===== config.mk =====
export PLATFORM = sky130hd
export DESIGN_NAME = bcd_div11_seq
export DESIGN_NICKNAME = d
export VERILOG_FILES = /design/src/rtl/bcd_div11_seq.sv
export SDC_FILE = /design/constraint.sdc
export NUM_CORES = 1
export LEC_CHECK = 0
export CORE_AREA = 2 2 59 61
export DETAILED_ROUTE_END_ITERATION = 16
export DIE_AREA = 0 0 61 63
export PLACE_DENSITY_LB_ADDON = 0.2
export SLEW_MARGIN = 10
export SYNTH_ARGS = -nofsm -noshare
export SYNTH_HDL_FRONTEND = slang
export SYNTH_SLANG_ARGS = --single-unit
export TNS_END_PERCENT = 100

===== constraint.sdc =====
create_clock -name clk -period 2.7 [get_ports clk]
set_input_delay 0.54 -clock clk [delete_from_list [all_inputs] [get_ports clk]]
set_output_delay 0.54 -clock clk [all_outputs]
set_load 0.03 [all_outputs]

===== src/rtl/bcd_div11_seq.sv =====
// rtl/bcd_div11_seq.sv - digit-serial divisible-by-11 checker for a packed BCD word
// Shifts the captured word MS-digit first through a mod-11 accumulator, one digit per clock.
module bcd_div11_seq #(
    parameter int N_DIGITS = 4
) (
    input  logic                    clk,
    input  logic                    rst_n,
    input  logic                    start,
    input  logic [4*N_DIGITS-1:0]   din,
    output logic                    busy,
    output logic                    done,
    output logic                    divisible,
    output logic [3:0]              remainder,
    output logic                    invalid
);

    localparam int W = 4 * N_DIGITS;
    localparam logic [2:0] LAST_CNT = 3'(N_DIGITS - 1);

    localparam logic [0:0] S_IDLE = 1'b0;
    localparam logic [0:0] S_RUN  = 1'b1;

    logic [0:0]   state_q, state_d;
    logic [W-1:0] sh_q, sh_d;
    logic [2:0]   cnt_q, cnt_d;
    logic [3:0]   acc_q, acc_d;
    logic         err_q, err_d;
    logic         done_q, done_d;
    logic         div_q, div_d;
    logic [3:0]   rem_q, rem_d;
    logic         inv_q, inv_d;

    logic [3:0]   digit;
    logic [3:0]   diff;
    logic [3:0]   acc_next;
    logic         err_next;

    assign digit = sh_q[W-1 -: 4];

    // Horner step with 10 == -1 (mod 11): acc' = d - acc, folded into 0..10.
    // The 4-bit wrap is exact here because the true result never exceeds 10 for legal digits.
    assign diff     = digit - acc_q;
    assign acc_next = (digit >= acc_q) ? diff : diff + 4'd11;
    assign err_next = err_q | (digit > 4'd9);

    always_comb begin
        state_d = state_q;
        sh_d    = sh_q;
        cnt_d   = cnt_q;
        acc_d   = acc_q;
        err_d   = err_q;
        done_d  = 1'b0;
        div_d   = div_q;
        rem_d   = rem_q;
        inv_d   = inv_q;

        case (state_q)
            S_IDLE: begin
                if (start) begin
                    sh_d    = din;
                    cnt_d   = 3'd0;
                    acc_d   = 4'd0;
                    err_d   = 1'b0;
                    state_d = S_RUN;
                end
            end
            S_RUN: begin
                sh_d  = sh_q << 4;
                acc_d = acc_next;
                err_d = err_next;
                cnt_d = cnt_q + 3'd1;
                if (cnt_q == LAST_CNT) begin
                    state_d = S_IDLE;
                    done_d  = 1'b1;
                    inv_d   = err_next;
                    rem_d   = err_next ? 4'd0 : acc_next;
                    div_d   = !err_next && (acc_next == 4'd0);
                end
            end
            default: begin
                state_d = S_IDLE;
            end
        endcase
    end

    always_ff @(posedge clk or negedge rst_n) begin
        if (!rst_n) begin
            state_q <= S_IDLE;
            sh_q    <= '0;
            cnt_q   <= 3'd0;
            acc_q   <= 4'd0;
            err_q   <= 1'b0;
            done_q  <= 1'b0;
            div_q   <= 1'b0;
            rem_q   <= 4'd0;
            inv_q   <= 1'b0;
        end else begin
            state_q <= state_d;
            sh_q    <= sh_d;
            cnt_q   <= cnt_d;
            acc_q   <= acc_d;
            err_q   <= err_d;
            done_q  <= done_d;
            div_q   <= div_d;
            rem_q   <= rem_d;
            inv_q   <= inv_d;
        end
    end

    assign busy      = (state_q == S_RUN);
    assign done      = done_q;
    assign divisible = div_q;
    assign remainder = rem_q;
    assign invalid   = inv_q;

endmodule


==> qor.txt, run 1 <==
outcome: finished clean
Worst-Margin Slew: 0.3913 ns
CP max FO: 3
Period minus WS final: 2.161 ns
I/O pins: 27
die area: 3843 um^2
clock skew: 0.004580 ns
FFs w/ async S/R, synth: 100.0%
Worst Setup Slack, final: 0.5386 ns
max frequency: 462.7 MHz
P per Cell Area: 1248 nW/um^2
FF-to-FF path depth: 10
flop2flop setup slack: 0.54 ns
mapped cell area: 1595 um^2
Std-Cell Rows: 21
Syn Inst Count: 147
multi-input combinational cell area: 716.9 um^2
final hold vios: 0
top post-synthesis cells by area: dfrtp_1 50%, mux2i_1 13%, ha_1 5.5%
Synth top area share: 50.20%
layout cell share with drive strength beyond 1: 8.523%
worst skew pair latency: 0.32 ns
initial DRC count: 19
Reg area: 800.8 um^2
reg2reg start: sh_q[12]
max_cap viols: 0
Placement Setup Slack: 0.5490 ns
RSZ-0062 raised after global routing: no
pin count of the biggest net entering global routing: 37
antenna viol nets, final: 0
CP Capture Point: divisible
CP endpoint kind: register
Tot GR Track Use: 16.81%
sequential element share of the synthesized area: 50.20%
cts hold-fix bufs: 0
crit path DAT: 2.38 ns
total clock sinks: 32
most numerous cell in the Yosys netlist: dfrtp_1
CTS tree: done
DRC viols: 0
Yosys reg bits: 32
CP Class: reg2reg
capturing point of the worst reg2reg path: divisible
Die Width: 61 um
top_reg_cell synth: dfrtp_1
core box area: 3232 um^2
Final Max Tran Viols: 0
Yosys cell types: 29
Net count, final: 203
routed wire length: 2736 um
Worst Path Required: 2.92 ns
setup TNS: 0 ns
area grow syn2layout: 23.61%
Clock Path Buffers: 2
fill count: 271
buffer count from post-CTS setup fixing: 0
grt ovf: 0
crit path from: sh_q[12]
Most common cell on crit path: inv_1
Largest stage delay, worst path: 0.50 ns
Leak: 0.0009549 uW
worst min path class: reg2reg
Crit path depth: 10
cts repair resizes: 0
H-tree levels: 2
fin crit share: 80.05%
vias post-DR: 1111
crit start category: register
Synth Warn #: 0
Via density: 5.005
Setup violations, final: 0
maximum vdd ir drop: 0.4930 mV
WL/cell: 12.32 um
effective utilization at floorplan: 49.36%
relative slew slack: 73.91%
DPL Wire Length: 2014 um
global-route wire length before repair: 4747 um
Post-synth top cells: 32 x dfrtp_1, 20 x mux2i_1, 17 x nand2_1
Clock Tree Root: clkbuf_4
CP delay by family, top: adder cells
initial antenna violation count: 0
syn_area_per_cell: 10.85 um^2
TritonCTS Buffers: 5
number of global-route vias before repair: 1089
crit path buf inv count: 4
Die H: 63 um
gpl congestion: 0.8075
I/O Buffers: 26
master of the slowest instance on the critical path: fa_1
clock slew at reported path FFs: 0.09 ns
top cell type by total area after synthesis: dfrtp_1
antenna cells: 0
number of synthesized flops with an enable pin: 0
drt pass-1 iters: 4
post-synth net total: 174
worst path cell trace: inv_1 -> ha_1 -> inv_1 -> fa_1 -> inv_1 -> ha_1 -> inv_1 -> o211ai_1 -> xor2_1 -> o41ai_2
## flip-flops by register name, summed over array words and instances (netlist names)
register	cells
cnt_q	3
err_q	1
remainder	4
divisible	1
busy	1
acc_q	4
done	1
sh_q	16
invalid	1
## stage by stage
step	hold WS, ns	total power, uW	area, um^2	std cells	utilization, %
global placement	0.4610	2133	1907	215	59.00
CTS	0.4914	2490	1972	222	61.01
global route	0.5153	2669	1972	222	61.01
finish	0.4873	2460	1972	222	61.01
floorplan	0.2444	1851	1595	147	-
detailed placement	0.4675	2184	1907	215	59.00
## power breakdown
group | internal [uW] | switching (uW) | total [uW]
Clock | 147 | 147 | 294
Sequential | 670 | 105 | 775
Combinational | 660 | 731 | 1390
Total | 1480 | 983 | 2460
## layout make-up
class | count | share of cell area, %
sequential | 32 | 40.61
multi-input combinational | 96 | 36.36
timing repair buffer | 30 | 14.72
clock buffer | 7 | 3.299
tap | 46 | 2.919
inverter | 11 | 2.094
## worst min path at each step
stage / startpoint / to / slack [ns] / depth (start not counted)
2_1_floorplan: rst_n / acc_q[0] / 0.24 / 0
3_3_place_gp: sh_q[11] / sh_q[15] / 0.46 / 2
3_5_place_dp: sh_q[7] / sh_q[11] / 0.47 / 2
4_1_cts: sh_q[9] / sh_q[13] / 0.49 / 2
5_1_grt: cnt_q[0] / cnt_q[0] / 0.52 / 1
6_report: sh_q[7] / sh_q[11] / 0.49 / 2
## worst reg2reg max path: cells and delay by family, from the launching register on
kind / cells / cell delay [ns]
XOR/XNOR: 1 / 0.20
buffers and inverters: 4 / 0.22
flip-flops: 1 / 0.39
adder cells (fa/ha/maj): 3 / 0.82
AO/OA/AOI/OAI: 2 / 0.43
## routing by layer
| layer | GRT usage, % | wire, um | vias up |
|---|---|---|---|
| li1 | - | - | 563 |
| met1 | 21.52 | 1273 | 529 |
| met2 | 25.94 | 1334 | 17 |
| met3 | 6.211 | 109 | 2 |
| met4 | 5.707 | 19 | 0 |
| met5 | 0 | 0 | - |
## cell families after synthesis
family | after synthesis | synth area share, %
compound gates | 32 | 14.04
xor+xnor | 4 | 3.059
fa+ha+maj | 8 | 6.745
simple gates | 32 | 8.550
buf+inv | 19 | 4.863
mux | 20 | 12.55
flops | 32 | 50.20
## cells in the final DEF (no fill, tap or decap), types with 4 or more instances in the layout
master,instances
nand2_1,17
buf_4,4
ha_1,7
inv_1,11
clkdlybuf4s50_1,26
nor2_1,7
a21oi_1,4
nor3_1,4
dfrtp_1,32
mux2i_1,20
o21ai_0,12
a22o_1,5
clkbuf_4,5
(Power assumes the default switching activity.)
==> inputs of run 2 (changes only) <==
==> constraint.sdc (replaced) <==
create_clock -name clk -period 2 [get_ports clk]
set_input_delay 0.4 -clock clk [delete_from_list [all_inputs] [get_ports clk]]
set_output_delay 0.4 -clock clk [all_outputs]
set_load 0.03 [all_outputs]
==> run 2 against run 1 <==
The run now ends with setup timing left. Worst setup slack worse by 0.72 ns. Cell area up 4.3%. Final cell count up 3.2%. Hold slack worse by 0.030 ns. Power up 52%. Sequential share of layout area down 1.7 points. Wire length up 13%. Critical path depth down 2. Count of clock-buffer cells in the layout down 2. Critical endpoint unchanged. Utilization up 2.6 points.
==> qor.txt, run 2 (same netlist as run 1, synthesis figures left out) <==
outcome: complete, but fails checks
failing checks: setup timing
initial DRC count: 46
Placed Area: 1954 um^2
max_cap viols: 0
DPL Wire Length: 2219 um
I/O pins: 27
P per Cell Area: 1819 nW/um^2
Worst-Margin Slew: 0.4019 ns
final hold slack: 0.4574 ns
die area: 3843 um^2
Pwr Total: 3740 uW
grt ovf: 0
most frequent cells in the layout: 32 x dfrtp_1, 25 x clkdlybuf4s50_1, 20 x mux2i_1, 17 x nand2_1, 12 x o21ai_0
drt pass-1 iters: 4
clock skew: 0.002385 ns
Worst Setup Slack, final: -0.1846 ns
relative slew slack: 73.21%
worst min path class: in2async
Net count, final: 209
Post-Route Utilization: 63.61%
DRC viols: 0
global-route wire length before repair: 5278 um
TritonCTS Buffers: 5
H-tree levels: 2
fin crit share: 109.2%
crit path DAT: 2.42 ns
routed wire length: 3088 um
CP Class: reg2reg
antenna viol nets, final: 0
fill count: 280
Leak: 0.0009980 uW
RSZ-0062 raised after global routing: yes
final instance area: 2056 um^2
total clock sinks: 32
initial antenna violation count: 0
CTS tree: done
Tot GR Track Use: 18.63%
layout cell share with drive strength beyond 1: 14.21%
Std-Cell Rows: 21
I/O Buffers: 26
gpl congestion: 0.8017
multi-input combinational cell area: 730.7 um^2
CP max FO: 3
Reg area: 800.8 um^2
Die H: 63 um
crit start category: register
clock slew at reported path FFs: 0.11 ns
Clock Tree Root: clkbuf_4
number of global-route vias before repair: 1137
core box area: 3232 um^2
worst skew pair latency: 0.33 ns
antenna cells: 0
Reg with most FFs: sh_q
effective utilization at floorplan: 49.36%
Worst Path Required: 2.23 ns
Clock Path Buffers: 2
CP endpoint kind: register
max frequency: 457.7 MHz
WL/cell: 13.48 um
maximum vdd ir drop: 0.7618 mV
Final Max Tran Viols: 0
vias post-DR: 1134
Via density: 4.952
final hold vios: 0
Die Width: 61 um
Setup violations, final: 6
max reg flops: 16
area grow syn2layout: 28.86%
Period minus WS final: 2.185 ns
pin count of the biggest net entering global routing: 44
commonest non-fill, non-tap cell in the layout: dfrtp_1
run 2: power by group:
part           switching [uW]  internal (uW)
logic                    1110           1110
clock network             233            261
registers                 125            904
run 2: worst paths after layout:
| kind | depth (start not counted) | slack [ns] | to | from |
|---|---|---|---|---|
| worst max-delay path | 8 | -0.18 | divisible | sh_q[12] |
| worst min-delay path | 2 | 0.46 | acc_q[0] | rst_n |
| worst max register to register | 8 | -0.18 | divisible | sh_q[12] |
| worst min register to register | 2 | 0.49 | sh_q[8] | sh_q[4] |
| max in group asynchronous | 2 | 1.26 | sh_q[11] | rst_n |
| min in group clk | 2 | 0.49 | sh_q[8] | sh_q[4] |
run 2: what timing repair did:
item,4_1_cts,5_1_grt
buffers inserted,0,1
gates resized for setup,2,1
endpoints found under the setup margin,9,9
hold buffers,0,0
run 2: through the flow:
stage               cells  setup TNS [ns]  setup WS [ns]
detailed placement    220         -0.3617        -0.1209
global placement      220         -0.1033       -0.03734
floorplan             147               0        0.03207
finish                229         -0.6058        -0.1846
global route          229          -1.480        -0.3134
CTS                   228         -0.4621        -0.1470
run 2: critical path, cell delays in order, from the launching register on:
cell and delay (ns):
dfrtp_1 0.39, inv_1 0.06, ha_2 0.16, inv_1 0.05
fa_1 0.46, nor2b_1 0.23, o221ai_2 0.15, xnor3_1 0.26
o41ai_2 0.32
run 2: cell type report:
| cell class | instances | area share, % |
|---|---|---|
| Timing Repair Buffer | 36 | 16.80 |
| Multi-Input combinational cell | 96 | 35.54 |
| Clock buffer | 5 | 1.826 |
| Tap cell | 46 | 2.800 |
| Sequential cell | 32 | 38.95 |
| Clock inverter | 3 | 2.069 |
| Inverter | 11 | 2.009 |
run 2: layer usage:
metal	routed length, um	GRT usage [%]
met1	1468	27.40
met2	1500	25.94
met3	98	6.211
met4	21	5.707
met5	0	0
==> inputs of run 3 (changes only) <==
--- a/config.mk
+++ b/config.mk
@@ -5,9 +5,10 @@
 export SDC_FILE = /design/constraint.sdc
 export NUM_CORES = 1
 export LEC_CHECK = 0
-export CORE_AREA = 2 2 59 61
+export CAP_MARGIN = 20
+export CORE_AREA = 5 5 62 64
 export DETAILED_ROUTE_END_ITERATION = 16
-export DIE_AREA = 0 0 61 63
+export DIE_AREA = 0 0 67 69
 export PLACE_DENSITY_LB_ADDON = 0.2
 export SLEW_MARGIN = 10
 export SYNTH_ARGS = -nofsm -noshare
==> run 3 against run 2 <==
The flow still finishes with violations (setup timing). Global-route usage shrank 2.2 points. Via count is 2.4% higher. Sequential cell count did not move. Die area up 20%. Worst setup slack got worse by 0.018 ns. Fmax shrank 0.82%. Power rose by 3.7%. First-iteration DRC count up 26%. Final cell count up 0.44%. Critical path depth is the same. Cell area increased by 1.4%. Wire length up 7.4%.
==> qor.txt, run 3 (same netlist as run 1, synthesis figures left out) <==
max frequency: 454.0 MHz
highest routed layer: met4
master of the slowest instance on the critical path: fa_2
register share of total power: 26.6%
Pint: 2328 uW
WL/cell: 14.42 um
CTS tree: done
P per Cell Area: 1861 nW/um^2
vias post-DR: 1161
Setup violations, final: 5
Clock Power Share: 12.7%
Worst-Margin Slew: 0.4092 ns
Largest stage delay, worst path: 0.54 ns
crit start category: register
most frequent cells in the layout: 32 x dfrtp_1, 25 x clkdlybuf4s50_1, 19 x mux2i_1, 17 x nand2_1, 12 x o21ai_0
final hold vios: 0
Clock Tree Root: clkbuf_4
Post-Route Utilization: 64.50%
core box area: 3232 um^2
effective utilization at floorplan: 49.36%
worst path cell trace: inv_1 -> ha_2 -> inv_2 -> fa_2 -> nor2b_1 -> o221ai_2 -> xnor3_1 -> o41ai_2
crit path DAT: 2.44 ns
global-route wire length before repair: 5878 um
total clock sinks: 32
Period minus WS final: 2.203 ns
I/O Buffers: 26
Placed Area: 1954 um^2
gpl congestion: 0.9266
Reg with most FFs: sh_q
initial DRC count: 58
clock slew at reported path FFs: 0.11 ns
Leak: 0.0009984 uW
grt ovf: 0
Tot GR Track Use: 16.42%
pin count of the biggest net entering global routing: 44
routed length on met2: 1705 um
combinational share of power: 60.7%
Sw Pwr: 1552 uW
Net count, final: 210
final instance area: 2085 um^2
H-tree levels: 2
RSZ-0062 raised after global routing: yes
antenna cells: 0
worst min path class: in2async
I/O pins: 27
relative slew slack: 72.72%
outcome: complete, but fails checks
antenna viol nets, final: 0
Pwr Total: 3880 uW
Sw Ratio: 39.99%
maximum vdd ir drop: 0.8796 mV
Die Width: 67 um
failing checks: setup timing
routed wire length: 3316 um
CP Class: reg2reg
Die H: 69 um
Metal-1 WL: 1457 um
Worst Path Required: 2.24 ns
Placement Setup Slack: -0.1538 ns
layout cell share with drive strength beyond 1: 18.48%
die area: 4623 um^2
TritonCTS Buffers: 5
CP endpoint kind: register
DPL Wire Length: 2307 um
fin crit share: 110.1%
area grow syn2layout: 30.67%
Worst Setup Slack, final: -0.2027 ns
max_cap viols: 0
Std-Cell Rows: 21
Clock Path Buffers: 2
number of global-route vias before repair: 1313
Final Max Tran Viols: 0
worst skew pair latency: 0.32 ns
FF-to-FF path depth: 8
routed length on met3: 98 um
initial antenna violation count: 0
drt pass-1 iters: 4
setup TNS: -0.7140 ns
clock skew: 0.005721 ns
Via density: 5.048
max reg flops: 16
DRC viols: 0
commonest non-fill, non-tap cell in the layout: dfrtp_1
CP max FO: 3
## run 3: area by class of cell
class	instances	area [um^2]
Fill cell	280	1147
Timing Repair Buffer	37	356.6
Clock buffer	5	37.54
Inverter	11	41.29
Multi-Input combinational cell	96	748.2
Clock inverter	3	42.54
Tap cell	46	57.56
Sequential cell	32	800.8
## run 3: repair_timing
item                       4_1_cts  5_1_grt
hold buffers                     0        0
buffers inserted                 3        1
pin swaps                        2        1
gates resized for setup          3        8
setup endpoints to repair        9        9
## run 3: worst paths after layout
check                          from           end  slack [ns]
min                           rst_n  remainder[0]        0.45
min reg2reg                 sh_q[6]      sh_q[10]        0.50
max in group asynchronous     rst_n      acc_q[0]        1.24
min in group clk            sh_q[6]      sh_q[10]        0.50
max reg2reg                sh_q[12]     divisible       -0.20
max                        sh_q[12]     divisible       -0.20
## run 3: per-stage QoR
step           std cells  hold slack [ns]
6_report             230           0.4533
5_1_grt              230           0.4991
4_1_cts              230           0.4687
3_5_place_dp         220           0.4702
3_3_place_gp         220           0.4609
2_1_floorplan        147           0.1044
## run 3: routing by layer
| layer | up-vias | global-route usage (%) |
|---|---|---|
| met5 | - | 0 |
| met4 | 0 | 6.306 |
| met3 | 7 | 3.571 |
| met2 | 15 | 28.06 |
| met1 | 562 | 19.62 |
| li1 | 577 | - |
## run 3: worst max-delay path: cells and delay by family, from the launching register on
family | cells | cell delay [ns]
AOI/OAI and AO/OA | 2 | 0.48
xor gates and xnor gates | 1 | 0.31
adders and majority gates | 2 | 0.73
buffers and inverters | 2 | 0.11
DFF | 1 | 0.40
and+or+nand+nor | 1 | 0.07
## run 3: power groups by stage
stage               clock [uW]  combinational, uW  sequential (uW)
floorplan                    0               1360             1140
global placement             0               2080             1030
detailed placement           0               2170             1040
CTS                        502               2200             1030
global route               533               2580             1060
finish                     493               2360             1030
